<file path="config.mk">
export PLATFORM = sky130hd
export DESIGN_NAME = eth_tx_arbiter
export DESIGN_NICKNAME = d
export VERILOG_FILES = /design/src/rtl/eth_pkg.sv /design/src/rtl/eth_tx_arbiter_rr_picker.sv /design/src/rtl/eth_tx_arbiter.sv
export SDC_FILE = /design/constraint.sdc
export NUM_CORES = 1
export LEC_CHECK = 0
export ABC_AREA = 1
export CAP_MARGIN = 40
export CELL_PAD_IN_SITES_DETAIL_PLACEMENT = 0
export CELL_PAD_IN_SITES_GLOBAL_PLACEMENT = 1
export CORE_UTILIZATION = 40
export CTS_CLUSTER_DIAMETER = 80
export DETAILED_ROUTE_END_ITERATION = 6
export MAX_ROUTING_LAYER = met4
export PLACE_DENSITY_LB_ADDON = 0.15
export SETUP_SLACK_MARGIN = 0.02
export SLEW_MARGIN = 20
export SYNTH_ARGS = -nofsm -noshare
export SYNTH_HDL_FRONTEND = slang
export SYNTH_SLANG_ARGS = --single-unit
</file>
<file path="constraint.sdc">
create_clock -name clk -period 1.92 [get_ports clk]
set_input_delay 0.192 -clock clk [delete_from_list [all_inputs] [get_ports clk]]
set_output_delay 0.192 -clock clk [all_outputs]
set_load 0.005 [all_outputs]
</file>
<file path="src/rtl/eth_pkg.sv">
// eth_pkg: shared state encoding, line-code dibits and default sizing for the RMII transmit path.
package eth_pkg;
  typedef enum logic [1:0] {IDLE, PREAMBLE, PAYLOAD, GAP} tx_state_t;
  localparam logic [1:0] PRE_DIBIT = 2'b01;
  localparam logic [1:0] SFD_LAST_DIBIT = 2'b11;
  localparam int DEF_PRE_DIBITS = 32;
  localparam int DEF_IFG_DIBITS = 48;
  localparam int DEF_MAX_DIBITS = 6072;
endpackage

</file>
<file path="src/rtl/eth_tx_arbiter_rr_picker.sv">
// rr_picker: combinational round-robin choice of the first requester after last, wrapping.
// Ports: req (request vector), last (index granted last time), gnt (one-hot pick),
//        idx (index of the pick), valid (some request is pending).
module rr_picker #(
  parameter int NREQ = 2,
  localparam int IW = $clog2(NREQ)
) (
  input  logic [NREQ-1:0] req,
  input  logic [IW-1:0]   last,
  output logic [NREQ-1:0] gnt,
  output logic [IW-1:0]   idx,
  output logic            valid
);
  always_comb begin
    gnt = '0;
    idx = '0;
    valid = 1'b0;
    // Walk from farthest to nearest so the nearest pending requester after last is kept.
    for (int k = NREQ; k >= 1; k--) begin
      if (req[(int'(last) + k) % NREQ]) begin
        gnt = '0;
        gnt[(int'(last) + k) % NREQ] = 1'b1;
        idx = IW'((int'(last) + k) % NREQ);
        valid = 1'b1;
      end
    end
  end
endmodule

</file>
<file path="src/rtl/eth_tx_arbiter.sv">
// eth_tx_arbiter: round-robin sharing of the RMII tx dibit path with preamble/SFD insertion, IFG and length limit.
// Ports: clk, rst (async, active-high); req (per-source frame pending); grant (one-hot owner);
//        start (pulse: source drives data from next cycle); src_axiiv/src_axiid (per-source payload);
//        axiov/axiod (TXEN/TXD); done (frame ended normally); err (empty or truncated frame).
module eth_tx_arbiter
  import eth_pkg::*;
#(
  parameter int NREQ = 2,
  parameter int PRE_DIBITS = DEF_PRE_DIBITS,
  parameter int IFG_DIBITS = DEF_IFG_DIBITS,
  parameter int MAX_DIBITS = DEF_MAX_DIBITS
) (
  input  logic              clk,
  input  logic              rst,
  input  logic [NREQ-1:0]   req,
  output logic [NREQ-1:0]   grant,
  output logic              start,
  input  logic [NREQ-1:0]   src_axiiv,
  input  logic [2*NREQ-1:0] src_axiid,
  output logic              axiov,
  output logic [1:0]        axiod,
  output logic              done,
  output logic              err
);
  localparam int IW = $clog2(NREQ);
  localparam int CW = $clog2(MAX_DIBITS + 1);
  localparam int PW = $clog2(PRE_DIBITS > IFG_DIBITS ? PRE_DIBITS : IFG_DIBITS);
  localparam logic [PW-1:0] PRE_LAST = PW'(PRE_DIBITS - 1);
  localparam logic [PW-1:0] PRE_START = PW'(PRE_DIBITS - 2);
  localparam logic [PW-1:0] IFG_LAST = PW'(IFG_DIBITS - 1);
  localparam logic [CW-1:0] CNT_MAX = CW'(MAX_DIBITS);
  tx_state_t state, state_n;
  logic [PW-1:0] pc, pc_n;
  logic [CW-1:0] cnt, cnt_n;
  logic [IW-1:0] last, last_n, pick_idx;
  logic [NREQ-1:0] grant_n, pick_gnt;
  logic start_n, axiov_n, done_n, err_n, pick_valid, v, launch, sample;
  logic [1:0] axiod_n, d;
  rr_picker #(.NREQ(NREQ)) u_pick (
    .req(req), .last(last), .gnt(pick_gnt), .idx(pick_idx), .valid(pick_valid)
  );
  assign v = src_axiiv[last];
  assign d = src_axiid[{last, 1'b0} +: 2];
  // The edge ending the SFD dibit already samples the source, so the first payload dibit abuts the SFD.
  assign sample = state == PAYLOAD || (state == PREAMBLE && pc == PRE_LAST);
  assign launch = pick_valid && (state == IDLE || (state == GAP && pc == IFG_LAST));
  always_comb begin
    state_n = state;
    pc_n = pc;
    cnt_n = cnt;
    last_n = last;
    grant_n = grant;
    start_n = 1'b0;
    axiov_n = axiov;
    axiod_n = axiod;
    done_n = 1'b0;
    err_n = 1'b0;
    if (launch) begin
      state_n = PREAMBLE;
      pc_n = '0;
      cnt_n = '0;
      last_n = pick_idx;
      grant_n = pick_gnt;
      axiov_n = 1'b1;
      axiod_n = PRE_DIBIT;
      start_n = PRE_START == '0;
    end else if (sample) begin
      if (v && cnt != CNT_MAX) begin
        state_n = PAYLOAD;
        axiov_n = 1'b1;
        axiod_n = d;
        cnt_n = cnt + 1'b1;
      end else begin
        state_n = GAP;
        pc_n = '0;
        grant_n = '0;
        axiov_n = 1'b0;
        axiod_n = 2'b00;
        done_n = !v && cnt != '0;
        err_n = v || cnt == '0;
      end
    end else if (state == PREAMBLE) begin
      pc_n = pc + 1'b1;
      axiod_n = pc_n == PRE_LAST ? SFD_LAST_DIBIT : PRE_DIBIT;
      start_n = pc_n == PRE_START;
    end else if (state == GAP) begin
      pc_n = pc == IFG_LAST ? '0 : pc + 1'b1;
      state_n = pc == IFG_LAST ? IDLE : GAP;
    end
  end
  always_ff @(posedge clk or posedge rst) begin
    if (rst) begin
      state <= IDLE;
      pc <= '0;
      cnt <= '0;
      last <= IW'(NREQ - 1);
      grant <= '0;
      start <= 1'b0;
      axiov <= 1'b0;
      axiod <= 2'b00;
      done <= 1'b0;
      err <= 1'b0;
    end else begin
      state <= state_n;
      pc <= pc_n;
      cnt <= cnt_n;
      last <= last_n;
      grant <= grant_n;
      start <= start_n;
      axiov <= axiov_n;
      axiod <= axiod_n;
      done <= done_n;
      err <= err_n;
    end
  end
endmodule
</file>
==> results.ini, run 1 <==
[status]
run_status=complete, no violations

[yosys]
yosysSeqAreaShare_pct=37.9
ys_top_cells_by_area=dfrtp_1 (37%), nand2_1 (16%), nor2_1 (7.9%)
yosys.area_share.adder_pct=3.15
synth_compound_area_share_pct=4.79
ys_warn_count=0
synth_seq_cells=30
synth_mux_area_share_pct=0.504
synthDistinctLibCells=28
synth_simple_gate_area_share_pct=43.3
syn_area_sq_um=1980
synth_top_family_by_area=simple AND/OR/NAND/NOR gates
netlist.area_leader.share_pct=36.6
synth-xor-area-share_pct=3.97
syn-instance-count=267
synth.avg_cell_area_sq_um=7.43
synth_area_leader_cell=dfrtp_1
synth_fp_nets=282

[sta]
timing.slew.headroom_pct=73.4
slew_violations=0
tightest_slew_ps=398
hold_viol=0
post-route-period-util_pct=91.6
rsz0062_at_grt=false
setup_viol=0
min_period_ps=1760
skew_ps=9.23
fmax_mhz=569
setup_tns_ps=0

[power]
power.leakage_nw=1.12
power.density_nw_per_um2=1000
ir_drop_uv=645

[floorplanning]
core_region_area_sq_um=4750
rows=25
fp.dieW_um=72.4
dieArea_sq_um=5250
die_h_um=72.4
io_pins=18
start_util_pct=41.7

[finish]
design_area_sq_um=2380
final_common_cell=nand2_1
drive_above_1_share_pct=14.7
fin_nets=306
synthToLayoutAreaGrowth_pct=19.7
antenna_cells=0
finish.utilization_pct=50.0
layout_common_cells=nand2_1 (83), nor2_1 (42), dfrtp_1 (27)

[clock_tree]
clk_path_buf_depth=2
clk_pin_slew_worst_paths_ps=70
cts_root_buf=clkbuf_8
cts_sinks=30
cts_tree=built
cts_buffers=5
htreeDepth=2
clock_latency_ps=280
hold_buffers=0

[placed_design]
post_dp_cell_area_sq_um=2230
dp_hpwl_mm=3.30
io_buffer_count=17
gp_congestion=0.823

[min_path]
hold_class=in -> async

[route]
viasPerCell=4.74
drc=0
drt-pass1-iter-count=4
routedWlPerCell_um=12.4
drt-total-wl_mm=4.44
drt_iter0_markers=114
ant_nets=0
num_vias=1700

[setup_path]
arrival_ps=1920
crit_type=reg -> reg
reg2regPathDepth=10
reg2reg_slack_ps=160
worst-path-max-fanout=11
endpoint_kind=register
required_ps=2090
startpoint_type=register

[global_routing]
grt_pass1_wl_mm=7.35
antenna_found_initial=0
overflow=0
grt_max_degree=31
grt_usage_pct=19.1
grt_pass1_vias=1410

[run]
cap_violations=0

where the power goes:
part	switching [W]	internal, W
sequential	0.000100	0.000722
combinational	0.000481	0.000260
clock	0.000259	0.000554
metrics by stage:
step	total power (W)	hold WS [ps]	setup WS, ps	cells
floorplan	0.00137	282	419	267
global placement	0.00158	472	183	351
detailed placement	0.00157	479	136	351
CTS	0.00240	299	123	359
global route	0.00252	315	43.3	359
finish	0.00238	287	162	359
worst paths after layout:
| kind | start | endpoint |
|---|---|---|
| setup / recovery | pc[1] | cnt[10] |
| hold / removal | rst | done |
| setup reg to reg | pc[1] | cnt[10] |
| hold reg to reg | axiov | axiov |
| max in group asynchronous | rst | last |
| min in group clk | axiov | axiov |
layout make-up:
cell class                      instances  area [sq um]
Timing Repair Buffer                   20           193
Multi-Input combinational cell        209          1110
Clock inverter                          2          60.1
Sequential cell                        30           754
Inverter                               25          96.3
Tap cell                               67          83.8
Clock buffer                            6          82.6
Fill cell                             485          2380
critical path, cell delays in order, from the launching register on:
cell	delay [ps]
dfrtp_2	420
ha_1	210
nand2_2	110
nor2_4	130
nand3_2	70
nand2_2	120
nand2_4	130
nand2_4	200
inv_2	120
nand2_1	70
nand2_1	50
sequential cells by signal (all words and copies together) (netlist names):
name	cells
last	1
grant	2
done	1
pc	6
cnt	13
axiov	1
err	1
axiod	2
state	2
start	1
cell families after synthesis:
group                    Yosys count
XOR/XNOR                           9
multiplexers                       1
AO/OA/AOI/OAI                     15
buffers and inverters             28
adder cells (fa/ha/maj)            5
AND/OR/NAND/NOR                  179
flip-flops                        30
repair_timing:
| item | in CTS | in global routing |
|---|---|---|
| resized for setup | 0 | 2 |
| endpoints found under the setup margin | 0 | 6 |
| setup buffers | 0 | 0 |
metal layers:
layer  global-route usage (%)  wire length, um
met1                     29.4             2440
met2                     24.2             1770
met5                        -                0
met4                     4.58               25
met3                     5.00              195
synthesized netlist by cell type, drive strengths merged:
cell / n
inv: 25
ha: 5
xor2: 9
dfstp: 1
dfrtp: 29
buf: 3
mux2i: 1
a22o: 1
nand2: 97
nand4: 13
o21bai: 2
nor3: 2
nor2: 46
nand3: 21
o21ai: 10
a21oi: 2
Power figures use the tool's default switching activity.
==> run 2, diff against run 1 <==
- clock period: 1.92 -> 2.2 ns (I/O delays scaled with it)
==> run 2 against run 1 <==
Effect of this change: count of clock-buffer cells in the layout is 1 higher; die area unchanged; flip-flop and latch count stayed put; largest power group unchanged; critical endpoint unchanged; global-route usage is 0.18 points higher; hold slack improved by 32 ps; via count down 2.3%; first-iteration DRC count decreased by 22%; register-to-register slack improved by 180 ps; highest routed layer unchanged; critical path depth did not move; clock power down 42%.
==> results.ini, run 2 (synthesis results as in run 1) <==
[global_routing]
grt_usage_pct=19.2  ; was 19.1%
gr-usage-met2_pct=26.8  ; was 24.2%
grt_use_met3_pct=3.89  ; was 5.00%
busiest_layer=met1  ; unchanged
antenna_found_initial=0  ; unchanged
grt_pass1_vias=1541  ; was 1,410
met1_usage_pct=27.9  ; was 29.4%
overflow=0  ; unchanged
grt_pass1_wl_mm=7.47  ; was 7.35 mm
grt_max_degree=31  ; unchanged

[clock_tree]
cts_tree=built  ; unchanged
cts_sinks=30  ; unchanged
htreeDepth=2  ; unchanged
clk_pin_slew_worst_paths_ps=70  ; about the same
post_cts_buffers=0  ; unchanged
cts_buffers=5  ; unchanged
cts_resized=0  ; unchanged
clk_path_buf_depth=2  ; unchanged
cts_root_buf=clkbuf_8  ; unchanged
clock_latency_ps=280  ; about the same
hold_buffers=0  ; unchanged

[sta]
min_period_ps=1860  ; was 1760 ps
timing.slew.headroom_pct=73.1  ; was 73.4%
slew_violations=0  ; unchanged
hold_slack_ps=319  ; was 287 ps
hold_viol=0  ; unchanged
fmax_mhz=539  ; was 569 MHz
setup_viol=0  ; unchanged
setup_tns_ps=0  ; unchanged
rsz0062_at_grt=false  ; unchanged
tightest_slew_ps=403  ; was 398 ps
post-route-period-util_pct=84.4  ; was 91.6%
skew_ps=6.80  ; was 9.23 ps

[floorplanning]
dieArea_sq_um=5250  ; unchanged
io_pins=18  ; unchanged
rows=25  ; unchanged
core_region_area_sq_um=4750  ; unchanged
start_util_pct=41.7  ; unchanged
fp.dieW_um=72.4  ; unchanged
die_h_um=72.4  ; unchanged

[status]
run_status=complete, no violations  ; unchanged

[setup_path]
crit_start=pc[1]  ; unchanged
critical-path-top-delay-family=simple AND/OR/NAND/NOR gates  ; unchanged
arrival_ps=2020  ; was 1920 ps
startpoint_type=register  ; unchanged
crit_type=reg -> reg  ; unchanged
crit_cells=10  ; unchanged
cpMaxStageDelayCell=dfrtp_1  ; was dfrtp_2
reg2regPathDepth=10  ; unchanged
r2r-start=pc[1]  ; unchanged
endpoint_kind=register  ; unchanged
required_ps=2370  ; was 2090 ps
reg2reg_slack_ps=340  ; was 160 ps
worst-path-max-fanout=17  ; was 11
path_buf_inv=1  ; unchanged
path_cells=ha_1 > nand2_2 > nor2_4 > nand3_2 > nand2_2 > nand2_4 > nand2_4 > inv_2 > nand2_1 > nand2_1  ; unchanged
r2r-end=cnt[10]  ; unchanged
critPathMaxStageDelay_ps=440  ; was 420 ps
cp-endpoint=cnt[10]  ; unchanged

[finish]
largest_reg_flops=13  ; unchanged
antenna_cells=0  ; unchanged
fin_nets=304  ; was 306
synthToLayoutAreaGrowth_pct=16.3  ; was 19.7%
fillers=485  ; unchanged
reg_top3=cnt x13, pc x6  ; unchanged
fin_cells=357  ; was 359
finish.utilization_pct=48.5  ; was 50.0%
regMostFlops=cnt  ; unchanged
final_common_cell=nand2_1  ; unchanged
layout_common_cells=nand2_1 (83), nor2_1 (42), dfrtp_1 (29)  ; was nand2_1 (83), nor2_1 (42), dfrtp_1 (27)
drive_above_1_share_pct=13.1  ; was 14.7%

[placed_design]
dp_hpwl_mm=3.23  ; was 3.30 mm
gp_congestion=0.829  ; was 0.823
dpl.cell_count=349  ; was 351
io_buffer_count=17  ; unchanged

[route]
routedWlPerCell_um=12.2  ; was 12.4 um
drt-pass1-iter-count=4  ; unchanged
drt-total-wl_mm=4.37  ; was 4.44 mm
viasPerCell=4.65  ; was 4.74
drc=0  ; unchanged
drt_iter0_markers=89  ; was 114
ant_nets=0  ; unchanged
num_vias=1661  ; was 1,700

[run]
cap_violations=0  ; unchanged

[power]
power.density_nw_per_um2=780  ; was 1000 nW/um^2
ir_drop_uv=493  ; was 645 uV
power.leakage_nw=1.09  ; was 1.12 nW

[min_path]
hold_class=in -> async  ; unchanged

[run 2: worst min path at each step]
stage	start	to	slack, ps
4_1_cts	rst	cnt[4]	330
6_report	rst	cnt[9]	320
3_5_place_dp	axiov	axiov	470
3_3_place_gp	axiov	axiov	470
5_1_grt	rst	cnt[9]	370
2_1_floorplan	rst	axiod[0]	310
[run 2: where the power goes]
group	switching [W]	internal, W	leakage, nW
Clock	0.000216	0.000252	0.0482
Combinational	0.000409	0.000208	0.644
Sequential	0.0000871	0.000627	0.395
[run 2: area by class of cell]
type	instances	area (sq um)	share of cell area [%]
well taps	67	83.8	3.63
inverters	25	96.3	4.18
clock inverters	1	5.00	0.217
clock buffers	7	86.3	3.74
multi-input cells	209	1110	47.9
flip-flops and latches	30	752	32.6
repair buffers	18	178	7.70
[run 2: worst min-delay path: cells and delay by family]
family,cells,cell delay [ps]
buf+inv,3,790
[run 2: stage by stage]
| stage | cell area, sq um | power [W] | setup WS, ps |
|---|---|---|---|
| 2_1_floorplan | 1980 | 0.00120 | 699 |
| 3_3_place_gp | 2220 | 0.00134 | 424 |
| 3_5_place_dp | 2220 | 0.00134 | 347 |
| 4_1_cts | 2310 | 0.00183 | 340 |
| 5_1_grt | 2310 | 0.00194 | 200 |
| 6_report | 2310 | 0.00180 | 344 |
[run 2: per-layer routing]
metal	share of wire, %	wire, um	vias to the layer above
met5	0	0	-
met4	1.0	44	0
met3	3.1	136	4
met2	41	1800	29
met1	55	2390	727
li1	-	-	901
==> run 3, diff against run 2 <==
- CORE_UTILIZATION: 40 -> 38
- clock period: 2.2 -> 1.6 ns (I/O delays scaled with it)
==> run 3 against run 2 <==
Effect of this change: flip-flop and latch count did not move; first-iteration DRC count is 76% higher; sequential share of layout area down 4.1 points; via count up 12%; combinational power rose by 99%; cell count is 9.0% higher; largest cell class unchanged; largest power group is now combinational cells.
==> results.ini, run 3 (synthesis results as in run 1) <==
[status]
run_status=complete, no violations  ; unchanged

[floorplanning]
rows=25  ; unchanged
io_pins=18  ; unchanged
fp.dieW_um=74.3  ; was 72.4 um
die_h_um=74.3  ; was 72.4 um
core_region_area_sq_um=4880  ; was 4750 sq um
dieArea_sq_um=5520  ; was 5250 sq um
start_util_pct=40.7  ; was 41.7%

[route]
drt_iter0_markers=157  ; was 89
ant_nets=0  ; unchanged
viasPerCell=4.77  ; was 4.65
drc=0  ; unchanged
drt-pass1-iter-count=4  ; unchanged
num_vias=1855  ; was 1,661
drt-total-wl_mm=4.72  ; was 4.37 mm
routedWlPerCell_um=12.1  ; was 12.2 um

[setup_path]
crit_start=pc[1]  ; unchanged
reg2reg_slack_ps=40  ; was 340 ps
reg2regPathDepth=10  ; unchanged
required_ps=1820  ; was 2370 ps
r2r-start=pc[1]  ; unchanged
arrival_ps=1780  ; was 2020 ps
crit_type=reg -> reg  ; unchanged
worst-path-max-fanout=9  ; was 17
endpoint_kind=register  ; unchanged
r2r-end=cnt[7]  ; was cnt[10]
startpoint_type=register  ; unchanged

[finish]
drive_above_1_share_pct=23.0  ; was 13.1%
synthToLayoutAreaGrowth_pct=32.9  ; was 16.3%
regMostFlops=cnt  ; unchanged
antenna_cells=0  ; unchanged
fin_cells=389  ; was 357
design_area_sq_um=2640  ; was 2310 sq um
layout_common_cells=nand2_1 (83), nor2_1 (41), buf_4 (30)  ; was nand2_1 (83), nor2_1 (42), dfrtp_1 (29)
final_common_cell=nand2_1  ; unchanged
largest_reg_flops=13  ; unchanged
register_area_sq_um=752  ; unchanged
multi_input_area_sq_um=1170  ; was 1110 sq um
fillers=496  ; was 485
fin_nets=336  ; was 304
reg_top3=cnt x13, pc x6  ; unchanged

[global_routing]
overflow=0  ; unchanged
grt_usage_pct=20.3  ; was 19.2%
grt_max_degree=16  ; was 31
grt_pass1_vias=1791  ; was 1,541
antenna_found_initial=0  ; unchanged
grt_pass1_wl_mm=8.14  ; was 7.47 mm

[sta]
hold_viol=0  ; unchanged
skew_ps=4.21  ; was 6.80 ps
rsz0062_at_grt=true  ; was false
fmax_mhz=641  ; was 539 MHz
setup_slack_ps=39.5  ; was 344 ps
slew_violations=0  ; unchanged
tightest_slew_ps=396  ; was 403 ps
post-route-period-util_pct=97.5  ; was 84.4%
setup_viol=0  ; unchanged
timing.slew.headroom_pct=73.6  ; was 73.1%
min_period_ps=1560  ; was 1860 ps

[clock_tree]
htreeDepth=2  ; unchanged
cts_buffers=5  ; unchanged
cts_tree=built  ; unchanged
cts_sinks=30  ; unchanged
clk_pin_slew_worst_paths_ps=60  ; was 70 ps
clk_path_buf_depth=2  ; unchanged
clock_latency_ps=270  ; was 280 ps
cts_root_buf=clkbuf_8  ; unchanged
hold_buffers=0  ; unchanged

[power]
power.leakage_nw=1.26  ; was 1.09 nW
ir_drop_uv=738  ; was 493 uV
power.density_nw_per_um2=1050  ; was 780 nW/um^2

[placed_design]
dp_hpwl_mm=3.67  ; was 3.23 mm
io_buffer_count=17  ; unchanged
dp_slack_ps=-5.24  ; was 347 ps
dpl.cell_count=375  ; was 349
gp_congestion=0.840  ; was 0.829
post_dp_cell_area_sq_um=2440  ; was 2220 sq um

[min_path]
hold_class=in -> async  ; unchanged

[run]
cap_violations=0  ; unchanged

-- run 3: cell type report --
cell class                 instances  area share [%]
clock buffer                       8            3.04
inverter                          25            3.84
multi-input combinational        209            44.3
sequential                        30            28.5
tap                               67            3.18
timing repair buffer              50            17.1
-- run 3: worst max-delay path by stage --
stage	endpoint	slack (ps)	cells after the start
2_1_floorplan	pc[0]	100	9
3_3_place_gp	state[0]	-20	9
3_5_place_dp	state[0]	-5	9
4_1_cts	pc[1]	30	9
5_1_grt	pc[1]	-70	9
6_report	cnt[7]	40	10
-- run 3: routing by layer --
metal | global-route usage (%) | vias up | routed length, um
li1 | - | 965 | -
met2 | 29.1 | 52 | 1960
met4 | 4.40 | 0 | 23
met5 | - | - | 0
met1 | 29.6 | 836 | 2500
met3 | 4.07 | 2 | 232
-- run 3: what timing repair did --
| item | in CTS | in global routing |
|---|---|---|
| setup endpoints to repair | 13 | 26 |
| hold endpoints to repair | 0 | 0 |
| pin swaps | 3 | 7 |
| gates resized for setup | 4 | 16 |
| cloned | 0 | 0 |
| setup buffers | 4 | 2 |
-- run 3: per-stage QoR --
step | power (W) | hold WS (ps) | TNS (ps) | util (%)
finish | 0.00277 | 168 | 0 | 54.0
global route | 0.00296 | 203 | -1030 | 54.0
CTS | 0.00272 | 175 | 0 | 52.5
detailed placement | 0.00206 | 466 | -5.24 | 49.9
global placement | 0.00207 | 479 | -23.1 | 49.9
floorplan | 0.00165 | 250 | 0 | -
-- run 3: worst max-delay path, stage by stage (launching register included) --
cell and delay (ps):
dfrtp_1 370, ha_2 220, nand2_4 80, nor2_4 150, nand3_2 90, nand2_4 130
nand2_8 100, nand2_4 110, buf_12 140, nand2_2 50, nand2_1 60
-- run 3: power breakdown --
| part | total [W] | internal [W] | switching [W] |
|---|---|---|---|
| Combinational | 0.00123 | 0.000520 | 0.000715 |
| Sequential | 0.000947 | 0.000861 | 0.0000860 |
| Clock | 0.000584 | 0.000309 | 0.000275 |
